## config.mk

```make
export PLATFORM = sky130hd
export DESIGN_NAME = hist_eq_sequencer
export DESIGN_NICKNAME = d
export VERILOG_FILES = /design/src/rtl/hist_eq_pkg.sv /design/src/rtl/hist_eq_m2_mux.sv /design/src/rtl/hist_eq_sequencer.sv
export SDC_FILE = /design/constraint.sdc
export NUM_CORES = 1
export LEC_CHECK = 0
export ABC_AREA = 0
export BUFFER_PORTS_ARGS = -buffer_cell sky130_fd_sc_hd__buf_2
export CAP_MARGIN = 20
export CORE_AREA = 2 2 364 366
export CTS_CLUSTER_SIZE = 16
export DETAILED_ROUTE_END_ITERATION = 12
export DIE_AREA = 0 0 366 368
export GPL_ROUTABILITY_DRIVEN = 0
export GPL_TIMING_DRIVEN = 0
export SLEW_MARGIN = 10
export SYNTH_ARGS = -nofsm -noshare
export SYNTH_HDL_FRONTEND = slang
export SYNTH_SLANG_ARGS = --single-unit
```

## constraint.sdc

```tcl
create_clock -name clock -period 2.8 [get_ports clock]
set_input_delay 0.42 -clock clock [delete_from_list [all_inputs] [get_ports clock]]
set_output_delay 0.42 -clock clock [all_outputs]
set_load 0.02 [all_outputs]
```

## src/rtl/hist_eq_pkg.sv

```systemverilog
// Shared definitions for the histogram equalizer: phase-controller state
// encoding, error phase codes and default scratchpad (m2) port widths.
package hist_eq_pkg;

  localparam int DEF_ADDR_W = 16;
  localparam int DEF_DATA_W = 128;

  // Sequencer states; IDLE must stay at zero so reset lands there.
  typedef enum logic [2:0] {
    ST_IDLE   = 3'd0,
    ST_HIST   = 3'd1,
    ST_CDF    = 3'd2,
    ST_MAP    = 3'd3,
    ST_FINISH = 3'd4,
    ST_ERROR  = 3'd5
  } state_e;

  // Phase codes, used both for err_phase and as the m2 mux select.
  localparam logic [1:0] ERR_NONE = 2'd0;
  localparam logic [1:0] ERR_HIST = 2'd1;
  localparam logic [1:0] ERR_CDF  = 2'd2;
  localparam logic [1:0] ERR_MAP  = 2'd3;

  // Map a state to the phase code of the stage it owns (NONE otherwise).
  function automatic logic [1:0] phase_of(input state_e s);
    logic [1:0] p;
    p = ERR_NONE;
    case (s)
      ST_HIST: p = ERR_HIST;
      ST_CDF:  p = ERR_CDF;
      ST_MAP:  p = ERR_MAP;
      default: p = ERR_NONE;
    endcase
    return p;
  endfunction

endpackage

```

## src/rtl/hist_eq_m2_mux.sv

```systemverilog
// Combinational 3:1 scratchpad port mux. sel_i uses the phase codes; any
// other value (ERR_NONE) parks the port: addresses 0, data 0, write off.
module hist_eq_m2_mux
  import hist_eq_pkg::*;
#(
  parameter int ADDR_W = DEF_ADDR_W,
  parameter int DATA_W = DEF_DATA_W
) (
  input  logic [1:0]        sel_i,
  input  logic [ADDR_W-1:0] hist_read_addr_i,
  input  logic [ADDR_W-1:0] hist_write_addr_i,
  input  logic [DATA_W-1:0] hist_write_val_i,
  input  logic              hist_we_i,
  input  logic [ADDR_W-1:0] cdf_read_addr_i,
  input  logic [ADDR_W-1:0] cdf_write_addr_i,
  input  logic [DATA_W-1:0] cdf_write_val_i,
  input  logic              cdf_we_i,
  input  logic [ADDR_W-1:0] map_read_addr_i,
  input  logic [ADDR_W-1:0] map_write_addr_i,
  input  logic [DATA_W-1:0] map_write_val_i,
  input  logic              map_we_i,
  output logic [ADDR_W-1:0] read_addr_o,
  output logic [ADDR_W-1:0] write_addr_o,
  output logic [DATA_W-1:0] write_val_o,
  output logic              we_o
);

  // Route the selected stage to the scratchpad, default everything off.
  always_comb begin
    read_addr_o  = '0;
    write_addr_o = '0;
    write_val_o  = '0;
    we_o         = 1'b0;
    case (sel_i)
      ERR_HIST: begin
        read_addr_o  = hist_read_addr_i;
        write_addr_o = hist_write_addr_i;
        write_val_o  = hist_write_val_i;
        we_o         = hist_we_i;
      end
      ERR_CDF: begin
        read_addr_o  = cdf_read_addr_i;
        write_addr_o = cdf_write_addr_i;
        write_val_o  = cdf_write_val_i;
        we_o         = cdf_we_i;
      end
      ERR_MAP: begin
        read_addr_o  = map_read_addr_i;
        write_addr_o = map_write_addr_i;
        write_val_o  = map_write_val_i;
        we_o         = map_we_i;
      end
      default: ;
    endcase
  end

endmodule

```

## src/rtl/hist_eq_sequencer.sv

```systemverilog
// Histogram equalizer phase controller: runs HIST -> CDF -> MAP with level
// start/done handshakes, owns the m2 scratchpad port, and provides a
// per-phase watchdog plus a saturating run cycle counter.
//
// Handshake: a stage start is high for every cycle its phase is active and
// is decoded from the registered state only. The stage done is a level; the
// sequencer samples only the active phase's done on each rising clock edge
// and, when it is high, hands off to the next phase on that same edge (no
// gap, no overlap). Dones of inactive stages are never looked at.
module hist_eq_sequencer
  import hist_eq_pkg::*;
#(
  parameter int ADDR_W  = DEF_ADDR_W,
  parameter int DATA_W  = DEF_DATA_W,
  parameter int TIMEOUT = 65535
) (
  input  logic              clock,
  input  logic              rst_n,
  input  logic              start,
  output logic              busy,
  output logic              done,
  output logic              err,
  output logic [1:0]        err_phase,
  output logic [31:0]       cycles_total,
  output logic [2:0]        dbg_state,
  output logic              hist_start,
  output logic              cdf_start,
  output logic              map_start,
  input  logic              hist_done,
  input  logic              cdf_done,
  input  logic              map_done,
  input  logic [ADDR_W-1:0] hist_m2ReadAddr,
  input  logic [ADDR_W-1:0] hist_m2WriteAddr,
  input  logic [DATA_W-1:0] hist_m2WriteVal,
  input  logic              hist_m2WE,
  input  logic [ADDR_W-1:0] cdf_m2ReadAddr,
  input  logic [ADDR_W-1:0] cdf_m2WriteAddr,
  input  logic [DATA_W-1:0] cdf_m2WriteVal,
  input  logic              cdf_m2WE,
  input  logic [ADDR_W-1:0] map_m2ReadAddr,
  input  logic [ADDR_W-1:0] map_m2WriteAddr,
  input  logic [DATA_W-1:0] map_m2WriteVal,
  input  logic              map_m2WE,
  output logic [ADDR_W-1:0] m2ReadAddr,
  output logic [ADDR_W-1:0] m2WriteAddr,
  output logic [DATA_W-1:0] m2WriteVal,
  output logic              m2WE,
  input  logic [DATA_W-1:0] m2ReadVal_in,
  output logic [DATA_W-1:0] m2ReadVal
);

  // The watchdog trips on the edge that would complete the TIMEOUT-th
  // cycle of a phase whose done is still low.
  localparam logic [16:0] WD_LIMIT = 17'(TIMEOUT - 1);

  state_e      state_q, state_d;
  logic [16:0] wd_q, wd_d;
  logic [31:0] cnt_q, cnt_d;
  logic [31:0] total_q, total_d;
  logic        err_q, err_d;
  logic [1:0]  err_phase_q, err_phase_d;
  logic        phase_done;
  logic        in_phase;

  // State, watchdog, counters and error flags; all clear asynchronously.
  always_ff @(posedge clock or negedge rst_n) begin
    if (!rst_n) begin
      state_q     <= ST_IDLE;
      wd_q        <= '0;
      cnt_q       <= '0;
      total_q     <= '0;
      err_q       <= 1'b0;
      err_phase_q <= ERR_NONE;
    end else begin
      state_q     <= state_d;
      wd_q        <= wd_d;
      cnt_q       <= cnt_d;
      total_q     <= total_d;
      err_q       <= err_d;
      err_phase_q <= err_phase_d;
    end
  end

  // Next-state logic: phase sequencing, watchdog and run bookkeeping.
  always_comb begin
    state_d     = state_q;
    wd_d        = wd_q;
    cnt_d       = cnt_q;
    total_d     = total_q;
    err_d       = err_q;
    err_phase_d = err_phase_q;
    phase_done  = 1'b0;
    in_phase    = 1'b0;

    case (state_q)
      ST_HIST: begin phase_done = hist_done; in_phase = 1'b1; end
      ST_CDF:  begin phase_done = cdf_done;  in_phase = 1'b1; end
      ST_MAP:  begin phase_done = map_done;  in_phase = 1'b1; end
      default: ;
    endcase

    case (state_q)
      ST_IDLE, ST_ERROR: begin
        if (start) begin
          state_d     = ST_HIST;
          err_d       = 1'b0;
          err_phase_d = ERR_NONE;
          cnt_d       = '0;
          wd_d        = '0;
        end
      end
      ST_HIST, ST_CDF, ST_MAP: begin
        if (in_phase && cnt_q != 32'hFFFF_FFFF) begin
          cnt_d = cnt_q + 32'd1;
        end
        if (phase_done) begin
          wd_d = '0;
          case (state_q)
            ST_HIST: state_d = ST_CDF;
            ST_CDF:  state_d = ST_MAP;
            default: state_d = ST_FINISH;
          endcase
        end else if (wd_q >= WD_LIMIT) begin
          state_d     = ST_ERROR;
          err_d       = 1'b1;
          err_phase_d = phase_of(state_q);
          wd_d        = '0;
        end else begin
          wd_d = wd_q + 17'd1;
        end
      end
      ST_FINISH: begin
        total_d = cnt_q;
        state_d = ST_IDLE;
      end
      default: state_d = ST_IDLE;
    endcase
  end

  // Status and stage starts decode straight from the registered state.
  always_comb begin
    busy         = (state_q == ST_HIST) || (state_q == ST_CDF) || (state_q == ST_MAP);
    done         = (state_q == ST_FINISH);
    hist_start   = (state_q == ST_HIST);
    cdf_start    = (state_q == ST_CDF);
    map_start    = (state_q == ST_MAP);
    err          = err_q;
    err_phase    = err_phase_q;
    cycles_total = total_q;
    dbg_state    = state_q;
    m2ReadVal    = m2ReadVal_in;
  end

  hist_eq_m2_mux #(
    .ADDR_W(ADDR_W),
    .DATA_W(DATA_W)
  ) u_m2_mux (
    .sel_i            (phase_of(state_q)),
    .hist_read_addr_i (hist_m2ReadAddr),
    .hist_write_addr_i(hist_m2WriteAddr),
    .hist_write_val_i (hist_m2WriteVal),
    .hist_we_i        (hist_m2WE),
    .cdf_read_addr_i  (cdf_m2ReadAddr),
    .cdf_write_addr_i (cdf_m2WriteAddr),
    .cdf_write_val_i  (cdf_m2WriteVal),
    .cdf_we_i         (cdf_m2WE),
    .map_read_addr_i  (map_m2ReadAddr),
    .map_write_addr_i (map_m2WriteAddr),
    .map_write_val_i  (map_m2WriteVal),
    .map_we_i         (map_m2WE),
    .read_addr_o      (m2ReadAddr),
    .write_addr_o     (m2WriteAddr),
    .write_val_o      (m2WriteVal),
    .we_o             (m2WE)
  );

endmodule

```

* Word-level counts from Yosys, hierarchy flattened
Cells that the tools add are included.
** Storage, ports and cells
- Register bits after elaboration :: 87
- Bits in latches :: 0
- RAM bits :: 0
- ROM bits :: 0
- Output and inout port bits :: 332
- Word-level logic and storage cells :: 61
- Memories :: 0
** Cells by class
- Add/sub/neg operators :: 2
- Multiply operators :: 0
- Div/mod/pow operators :: 0
- $lt $le $gt $ge :: 1
- Equal/unequal tests :: 14
- Shift operators :: 0
- Mux-type cells :: 27
- Bitwise gates (word level) :: 0
- Reductions and logical operators :: 11
** Operators by type and width (number)
- $pmux 128 s3 :: 1
- $pmux 16 s3 :: 2
- $mux 32 :: 2
- $pmux 32 s2 :: 1
- $mux 17 :: 3
- $pmux 17 s2 :: 1
- $add 32x1->32 const B :: 1
- $ne 32x32->1 const B :: 1
- $add 17x1->17 const B :: 1
- $ge 17x16->1 const B :: 1
- $pmux 3 s2 :: 2
- $mux 3 :: 3
- $eq 3x2->1 const B :: 2
- $eq 3x3->1 const B :: 2
- $mux 2 :: 3
- $pmux 1 s3 :: 2
- $pmux 2 s3 :: 1
- $eq 2x2->1 const B :: 2
- $mux 1 :: 4
- $ne 2x1->1 const B :: 2
- $ne 2x2->1 const B :: 2
- $pmux 2 s2 :: 1
- $reduce_and 2->1 :: 2
- $reduce_and 4->1 :: 1
- 11 further kinds :: 12

* Logic depth before layout (Yosys ltp)
Gate-level depths: netlist of the first run.
- Word-level depth :: 6
- Depth in mapped cells :: 11
- Mapped depth without buffers :: 7

* Cells and area by module
A second synthesis of the first run with hierarchy kept.
** Unflattened totals
- Cell total of the unflattened synthesis :: 924
- Area, all modules :: 9335.2 µm²
** Modules (own cells, without submodules)
- hist_eq_sequencer :: instances 1, cells an instance 547, area an instance 5380.2 µm², seq. area each 2177.1 µm²
- hist_eq_m2_mux :: instances 1, cells an instance 377, area an instance 3955.0 µm², seq. area each 0.0 µm²

* Worst setup path before layout of the first run
OpenSTA, ideal clock, no wires.
- Path type :: reg-to-output
- From :: reg state_q[1], in the netlist dbg_state[1]
- To :: out m2ReadAddr[10]
- Arrival time :: 2240 ps
- Required time :: 2380 ps
- Path slack :: 140 ps
- Cell stages (with the launch flop) :: 8
- Buffers on the path :: 3
- Cells stage by stage :: dfrtp_1 clkbuf_1 buf_1 buf_1 mux2i_1 nor2_1 a21oi_1 nor2_1
** On the way
- Word-level cells in the longest chain between the ends :: 4
** Ends and longest elaborated chain
- start, declared :: line hist_eq_sequencer.sv:56 : state_e state_q, state_d;
- start signal, assigned :: line hist_eq_sequencer.sv:75 : state_q <= state_d;
- $eq 3x2->1 / $eq 3x1->1 (equally long branches) :: line hist_eq_pkg.sv:28 : case (s)
- $pmux 2 s3 (*) :: line hist_eq_pkg.sv:28
- $eq 2x2->1 / $eq 2x1->1 (equally long branches) :: line hist_eq_m2_mux.sv:34 : case (sel_i)
- $pmux 16 s3 (*) :: line hist_eq_m2_mux.sv:34
- end, declared :: line hist_eq_sequencer.sv:44 : output logic [ADDR_W-1:0] m2ReadAddr,
Every way passes the cells marked *; elsewhere a longest branch is shown, timed or not.

* Final worst setup path of the first run
- From :: reg state_q[0], in the netlist dbg_state[0]
- To :: out m2WriteVal[102]
** On the way
- Word-level cells in the longest chain between the ends :: 4
** Ends and longest elaborated chain
- $eq 3x2->1 / $eq 3x1->1 (equally long branches) :: line hist_eq_pkg.sv:28
- $pmux 2 s3 (*) :: line hist_eq_pkg.sv:28
- $eq 2x2->1 / $eq 2x1->1 (equally long branches) :: line hist_eq_m2_mux.sv:34
- $pmux 128 s3 (*) :: line hist_eq_m2_mux.sv:34
- end, declared :: line hist_eq_sequencer.sv:46 : output logic [DATA_W-1:0] m2WriteVal,
Marked as above.

==> flow_summary_export.csv, run 1 <==
group,metric,value,unit
finish,final_cell_count_no_fill,3950,
drt,vias_per_cell,3.59,
power,sw_frac_of_total,61.3,%
clock_tree,cts_inserted_buffers,9,
synthesis,ys_seq_elements,87,
grt,grt-busiest-layer,"met2",
sta,skew,0.00696,ns
power,ir_worst_vdd,0.566,mV
sta,hold_viol_final,0,
clock_tree,max-clock-path-buffers,2,
sta,relSlewSlack,51.7,%
setup_path,start_kind,"register",
setup_path,critical-path-top-delay-family,"buffers and inverters",
hold_path,worstHoldPathType,"in -> async",
grt,grt_use_met1,17.5,%
synthesis,yosysSeqAreaShare,23.6,%
setup_path,crit_type,"reg -> out",
outcome,violations,"negative setup slack",
power,p_switching,10.4,mW
drt,drc_errors,0,
synthesis,synth-edff-count,0,
sta,fmax,352,MHz
power,p_leak,8.37,nW
setup_path,crit_buf_inv,4,
sta,rsz0062_at_grt,"yes",
synthesis,syn_nets,1892,
clock_tree,cts-root-buf,"clkbuf_16",
sta,post-route-min-period,2.84,ns
outcome,status,"complete, but fails checks",
grt,grt_util_all_layers,14.8,%
floorplan,core_area,131000,um2
setup_path,worstPathMaxFanout,10,
placed_design,dp_cells,3851,
synthesis,synth_flop_cell,"dfrtp_1",
finish,final_cell_mix,"824 x buf_2, 318 x nor2_1, 170 x a21oi_1",
setup_path,required,2.38,ns
clock_tree,cts.sinks,87,
power,p_comb_share,82.7,%
sta,post-route-period-util,101,%
drt,drt-initial-drc-count,1582,
placed_design,dp_slack,-1.89,ns
setup_path,path_cells,"nor2b_1 > clkbuf_8 > buf_8 > clkbuf_2 > a21oi_1 > nor2_1 > buf_2",
clock_tree,htreeDepth,3,
drt,routedWlPerCell,26.9,um
synthesis,yosys.cell_types.count,57,
clock_tree,clkTransAtPathRegs,0.07,ns
synthesis,synthCells,1272,
synthesis,async_flop_share,100,%
drt,vias,14200,
grt,grt_max_degree,48,
grt,grt_pass1_vias,13000,
placed_design,port_buffers,820,
clock_tree,clk_latency,0.35,ns
power,p_clk_share,7.5,%
floorplan,dieArea,135000,um2
setup_path,critPathCaptureType,"output port",
finish,fillers,15200,
sta,setup_viol,3,
power,power.share.sequential,9.9,%
floorplan,die_w,366,um
drt,drtAntennaViolNets,0,
finish,final_util,12.9,%
synthesis,syn_area_per_cell,7.24,um2
setup_path,crit_slowest_cell,"dfrtp_2",
setup_path,slowest_delay,0.46,ns
sta,report.final.slew_viol_count,0,
power,power_density,999,nW/um2
placed_design,place_hpwl,95.4,mm
run,drv_cap,0,
grt,antenna_found_initial,150,
finish,drive_gt1_share,54.4,%
synthesis,synth_area,9210,um2
drt,drt_wl_total,106,mm
sta,tightest_slew,0.716,ns
grt,grtUsageMet2,20.3,%
synthesis,yosysWarnings,0,
finish,mostFrequentLayoutCell,"buf_2",
grt,grt_pass1_wl,131,mm
power,cellInternalPower,6.54,mW
drt,drt_pass1_iterations,8,
grt,grt_util_met3,10.1,%
sta,fin_ws,-0.0378,ns
floorplan,start_util,7.04,%
power,power,16.9,mW
floorplan,die_h,368,um
floorplan,rows,133,
clock_tree,tritoncts,"yes",
finish,final_nets,2736,
setup_path,crit_arrival,2.42,ns
floorplan,io_pins,949,
finish,syn_to_final_growth,83.7,%
grt,grt-ovfl-total,0,
## cell type report
class,count,area (um2),area share (%)
inverters,13,48.8,0.288
well taps,1755,2200,13.0
clock buffers,10,239,1.41
clock inverters,6,68.8,0.407
diodes,74,185,1.09
multi-input cells,952,6000,35.4
plain buffers,216,1660,9.80
repair buffers,837,4350,25.7
flip-flops and latches,87,2180,12.9
## logic make-up (layout without fill, tap and decap cells)
| group | Yosys count | in the layout | synth area share [%] |
|---|---|---|---|
| AOI/OAI and AO/OA | 271 | 271 | 16.2 |
| xor gates and xnor gates | 1 | 1 | 0.0951 |
| buffers and inverters | 233 | 1082 | 15.1 |
| other | 0 | 74 | 0 |
| DFF | 87 | 87 | 23.6 |
| muxes | 196 | 196 | 21.8 |
| and+or+nand+nor | 481 | 481 | 22.8 |
| adders and majority gates | 3 | 3 | 0.408 |
## flip-flops by register name, indices dropped and copies added (netlist names)
register      count
wd_q             17
dbg_state         3
err_phase         2
cycles_total     32
cnt_q            32
err               1
## power groups by stage
stage               sequential (mW)  combinational (mW)  clock [mW]
floorplan                      1.80                6.59           0
global placement               1.67                12.6           0
detailed placement             1.68                12.7           0
CTS                            1.66                13.6        1.27
global route                   1.69                14.6        1.32
finish                         1.67                14.0        1.27
## per-layer routing
layer	vias to the layer above	share of wire, %
met4	90	5.4
met1	6505	39
met2	1173	38
met5	-	0.69
li1	6087	-
met3	315	16
## synthesized netlist by cell type, types with 3 or more instances
cell,number,area share [%]
mux2_2,33,4.0
a21oi_1,197,11
or3_1,9,0.61
nand2_1,36,1.5
buf_2,5,0.27
a31oi_1,16,1.1
nand4_1,18,1.2
and4_1,4,0.38
nor2_1,343,14
nand3_1,18,0.98
ha_1,3,0.41
or4_1,15,1.2
buf_4,128,10
nor4_1,3,0.20
buf_1,26,1.1
clkbuf_1,57,2.3
dfrtp_1,87,24
mux2i_1,163,18
o31ai_1,17,1.4
and3_1,6,0.41
nand2b_1,6,0.41
inv_1,13,0.53
nor3_1,10,0.54
o21ai_0,20,1.1
## metrics by stage
step	cell area, um2	TNS, ns	hold WS [ns]
final	16900	-0.0784	0.0820
after global routing	16800	-0.102	0.131
after CTS	16500	-0.0413	0.110
after detailed placement	15600	-160.99	0.477
after global placement	15500	-252.28	0.470
after floorplan	9210	0	0.124
## timing repair
item	CTS	global route
resized for setup	176	58
cloned	0	1
setup buffers	7	5
pin swaps	1	4
setup endpoints to repair	224	83
hold buffers	0	0
## path summary, 6_finish.rpt
path / start / endpoint / slack [ns] / depth (start not counted)
setup / recovery: dbg_state[0] / m2WriteVal[102] / -0.04 / 7
hold / removal: rst_n / wd_q[1] / 0.08 / 1
setup reg to reg: dbg_state[2] / cnt_q[8] / 0.12 / 8
hold reg to reg: wd_q[7] / wd_q[7] / 0.50 / 1
max in group asynchronous: rst_n / dbg_state[1] / 2.05 / 2
min in group clock: map_done / dbg_state[2] / 0.38 / 3
No activity file was read; power rests on OpenSTA's default activity.
==> run 2: changes to the inputs <==
Settings changed: CORE_AREA 2 2 364 366 to 2 2 372 374, DIE_AREA 0 0 366 368 to 0 0 374 376.
Clock period 2.8 ns to 3.68 ns, I/O delays scaled along.
==> run 2 against run 1 <==
The run still ends with negative setup slack left. Wire length increased by 11%. Flip-flop and latch count unchanged. Combinational power is 30% lower. Sequential power shrank 25%. Critical path depth is 2 higher. Sequential share of layout area is 0.50 points higher. Total power is 30% lower. Register-to-register slack improved by 0.58 ns. Clock-buffer cell count unchanged. Largest cell class is now multi-input combinational cells.
==> flow_summary_export.csv, run 2 (synthesized netlist as in run 1, its figures left out) <==
group,metric,value,unit
setup_path,reg2reg_to,"cnt_q[2]",
setup_path,critPathCaptureType,"output port",
floorplan,dieArea,141000,um2
sta,fin_ws,-0.0568,ns
drt,drt_pass1_iterations,6,
sta,fmax,268,MHz
clock_tree,cts_hold_buf,0,
outcome,violations,"negative setup slack",
grt,grt-ovfl-total,0,
sta,report.final.slew_viol_count,0,
placed_design,port_buffers,820,
setup_path,crit_slowest_cell,"dfrtp_1",
setup_path,critPathLaunch,"dbg_state[1]",
finish,design_area,16300,um2
clock_tree,clk_latency,0.35,ns
setup_path,reg2reg_from,"dbg_state[2]",
power,p_leak,8.07,nW
grt,antenna_found_initial,183,
floorplan,io_pins,949,
hold_path,worstHoldPathType,"in -> async",
drt,drt_wl_total,117,mm
setup_path,path_cells,"clkbuf_2 > buf_2 > buf_6 > buf_2 > mux2i_1 > nor2_1 > a21oi_1 > nor2_1 > buf_2",
drt,vias_per_cell,3.62,
sta,hold_viol_final,0,
setup_path,start_kind,"register",
clock_tree,cts-root-buf,"clkbuf_16",
setup_path,critical-path-top-delay-family,"buffers and inverters",
finish,fillers,15900,
clock_tree,cts.sinks,87,
grt,grt_pass1_vias,12900,
sta,relSlewSlack,30.3,%
clock_tree,cts_inserted_buffers,9,
power,ir_worst_vdd,0.555,mV
floorplan,core_area,137000,um2
grt,grt_util_all_layers,15.8,%
setup_path,worstPathMaxFanout,10,
drt,drt-initial-drc-count,1225,
setup_path,crit_cells,9,
floorplan,rows,136,
finish,final_nets,2728,
setup_path,crit_type,"reg -> out",
setup_path,crit_arrival,3.18,ns
grt,grt_max_degree,52,
finish,final_util,11.9,%
floorplan,die_w,374,um
floorplan,start_util,6.74,%
drt,drtAntennaViolNets,0,
finish,final_cell_mix,"835 x buf_2, 339 x nor2_1, 197 x a21oi_1",
floorplan,die_h,376,um
sta,post-route-min-period,3.74,ns
clock_tree,tritoncts,"yes",
drt,routedWlPerCell,29.4,um
clock_tree,clkTransAtPathRegs,0.07,ns
outcome,status,"complete, but fails checks",
grt,grt_pass1_wl,143,mm
setup_path,crit_path_end,"m2WriteVal[5]",
placed_design,postPlaceCellArea,15700,um2
sta,skew,0.0120,ns
finish,drive_gt1_share,49.7,%
finish,mostFrequentLayoutCell,"buf_2",
power,power_density,732,nW/um2
sta,tightest_slew,1.03,ns
sta,post-route-period-util,102,%
clock_tree,cts_setup_buffers,0,
setup_path,rrSetupSlack,0.70,ns
setup_path,slowest_delay,0.45,ns
finish,syn_to_final_growth,76.7,%
setup_path,rr_worst_depth,11,
drt,vias,14500,
clock_tree,max-clock-path-buffers,2,
sta,rsz0062_at_grt,"no",
placed_design,place_hpwl,107,mm
setup_path,crit_buf_inv,5,
clock_tree,htreeDepth,3,
setup_path,crit_top_cell,"buf_2",
drt,drc_errors,0,
setup_path,required,3.13,ns
run,drv_cap,0,
sta,setup_viol,1,
## run 2: cell count changes in the layout (fill, tap and decap cells not counted), sizes merged
cell    previous run  this run
buf              990       984
bufinv             1         0
clkinv             3         1
clkbuf            71        69
diode             74        88
inv               14        17
## run 2: worst min path at each step
stage,startpoint,endpoint,cells after the start
finish,rst_n,cycles_total[4],1
global route,rst_n,cycles_total[4],1
CTS,rst_n,cycles_total[3],1
detailed placement,err_phase[0],err_phase[0],1
global placement,wd_q[7],wd_q[7],1
floorplan,rst_n,cnt_q[0],0
## run 2: final cells by class
cell class                 count  area (um2)  area share, %
antenna                       88         220           1.35
multi-input combinational    952        5680           34.9
buffer                       218        1380           8.45
clock inverter                 6        51.3          0.315
tap                         1794        2240           13.8
sequential                    87        2180           13.4
timing repair buffer         827        4240           26.1
clock buffer                  10         229           1.41
inverter                      13        48.8          0.300
## run 2: stage by stage
step / TNS [ns] / worst slack [ns] / power, mW / instances / hold slack [ns]
floorplan: 0 / 0.888 / 6.38 / 1272 / 0.256
detailed placement: -7.45 / -0.728 / 10.9 / 3893 / 0.477
global placement: -121.83 / -1.67 / 10.8 / 3886 / 0.471
global route: 0 / 0.0340 / 12.5 / 3944 / 0.198
CTS: 0 / 0.0217 / 11.9 / 3908 / 0.188
finish: -0.0568 / -0.0568 / 11.9 / 3995 / 0.179
## run 2: metal layers
| layer | vias to the layer above | GRT usage [%] | part of all wire, % |
|---|---|---|---|
| li1 | 6081 | - | - |
| met1 | 6621 | 18.0 | 37 |
| met2 | 1195 | 20.8 | 37 |
| met3 | 451 | 12.1 | 18 |
| met4 | 120 | 8.56 | 7.4 |
| met5 | - | 0.720 | 0.69 |
## run 2: what timing repair did
item,CTS,global route
resized for setup,28,7
setup endpoints to repair,126,25
pin swaps,0,0
endpoints found under the hold margin,0,0
## run 2: power by group
part | leakage [nW] | internal [mW] | switching, mW | total, mW
combinational | 6.74 | 2.81 | 6.95 | 9.76
clock | 0.135 | 0.469 | 0.417 | 0.886
sequential | 1.19 | 1.11 | 0.151 | 1.26
total | 8.07 | 4.39 | 7.52 | 11.9
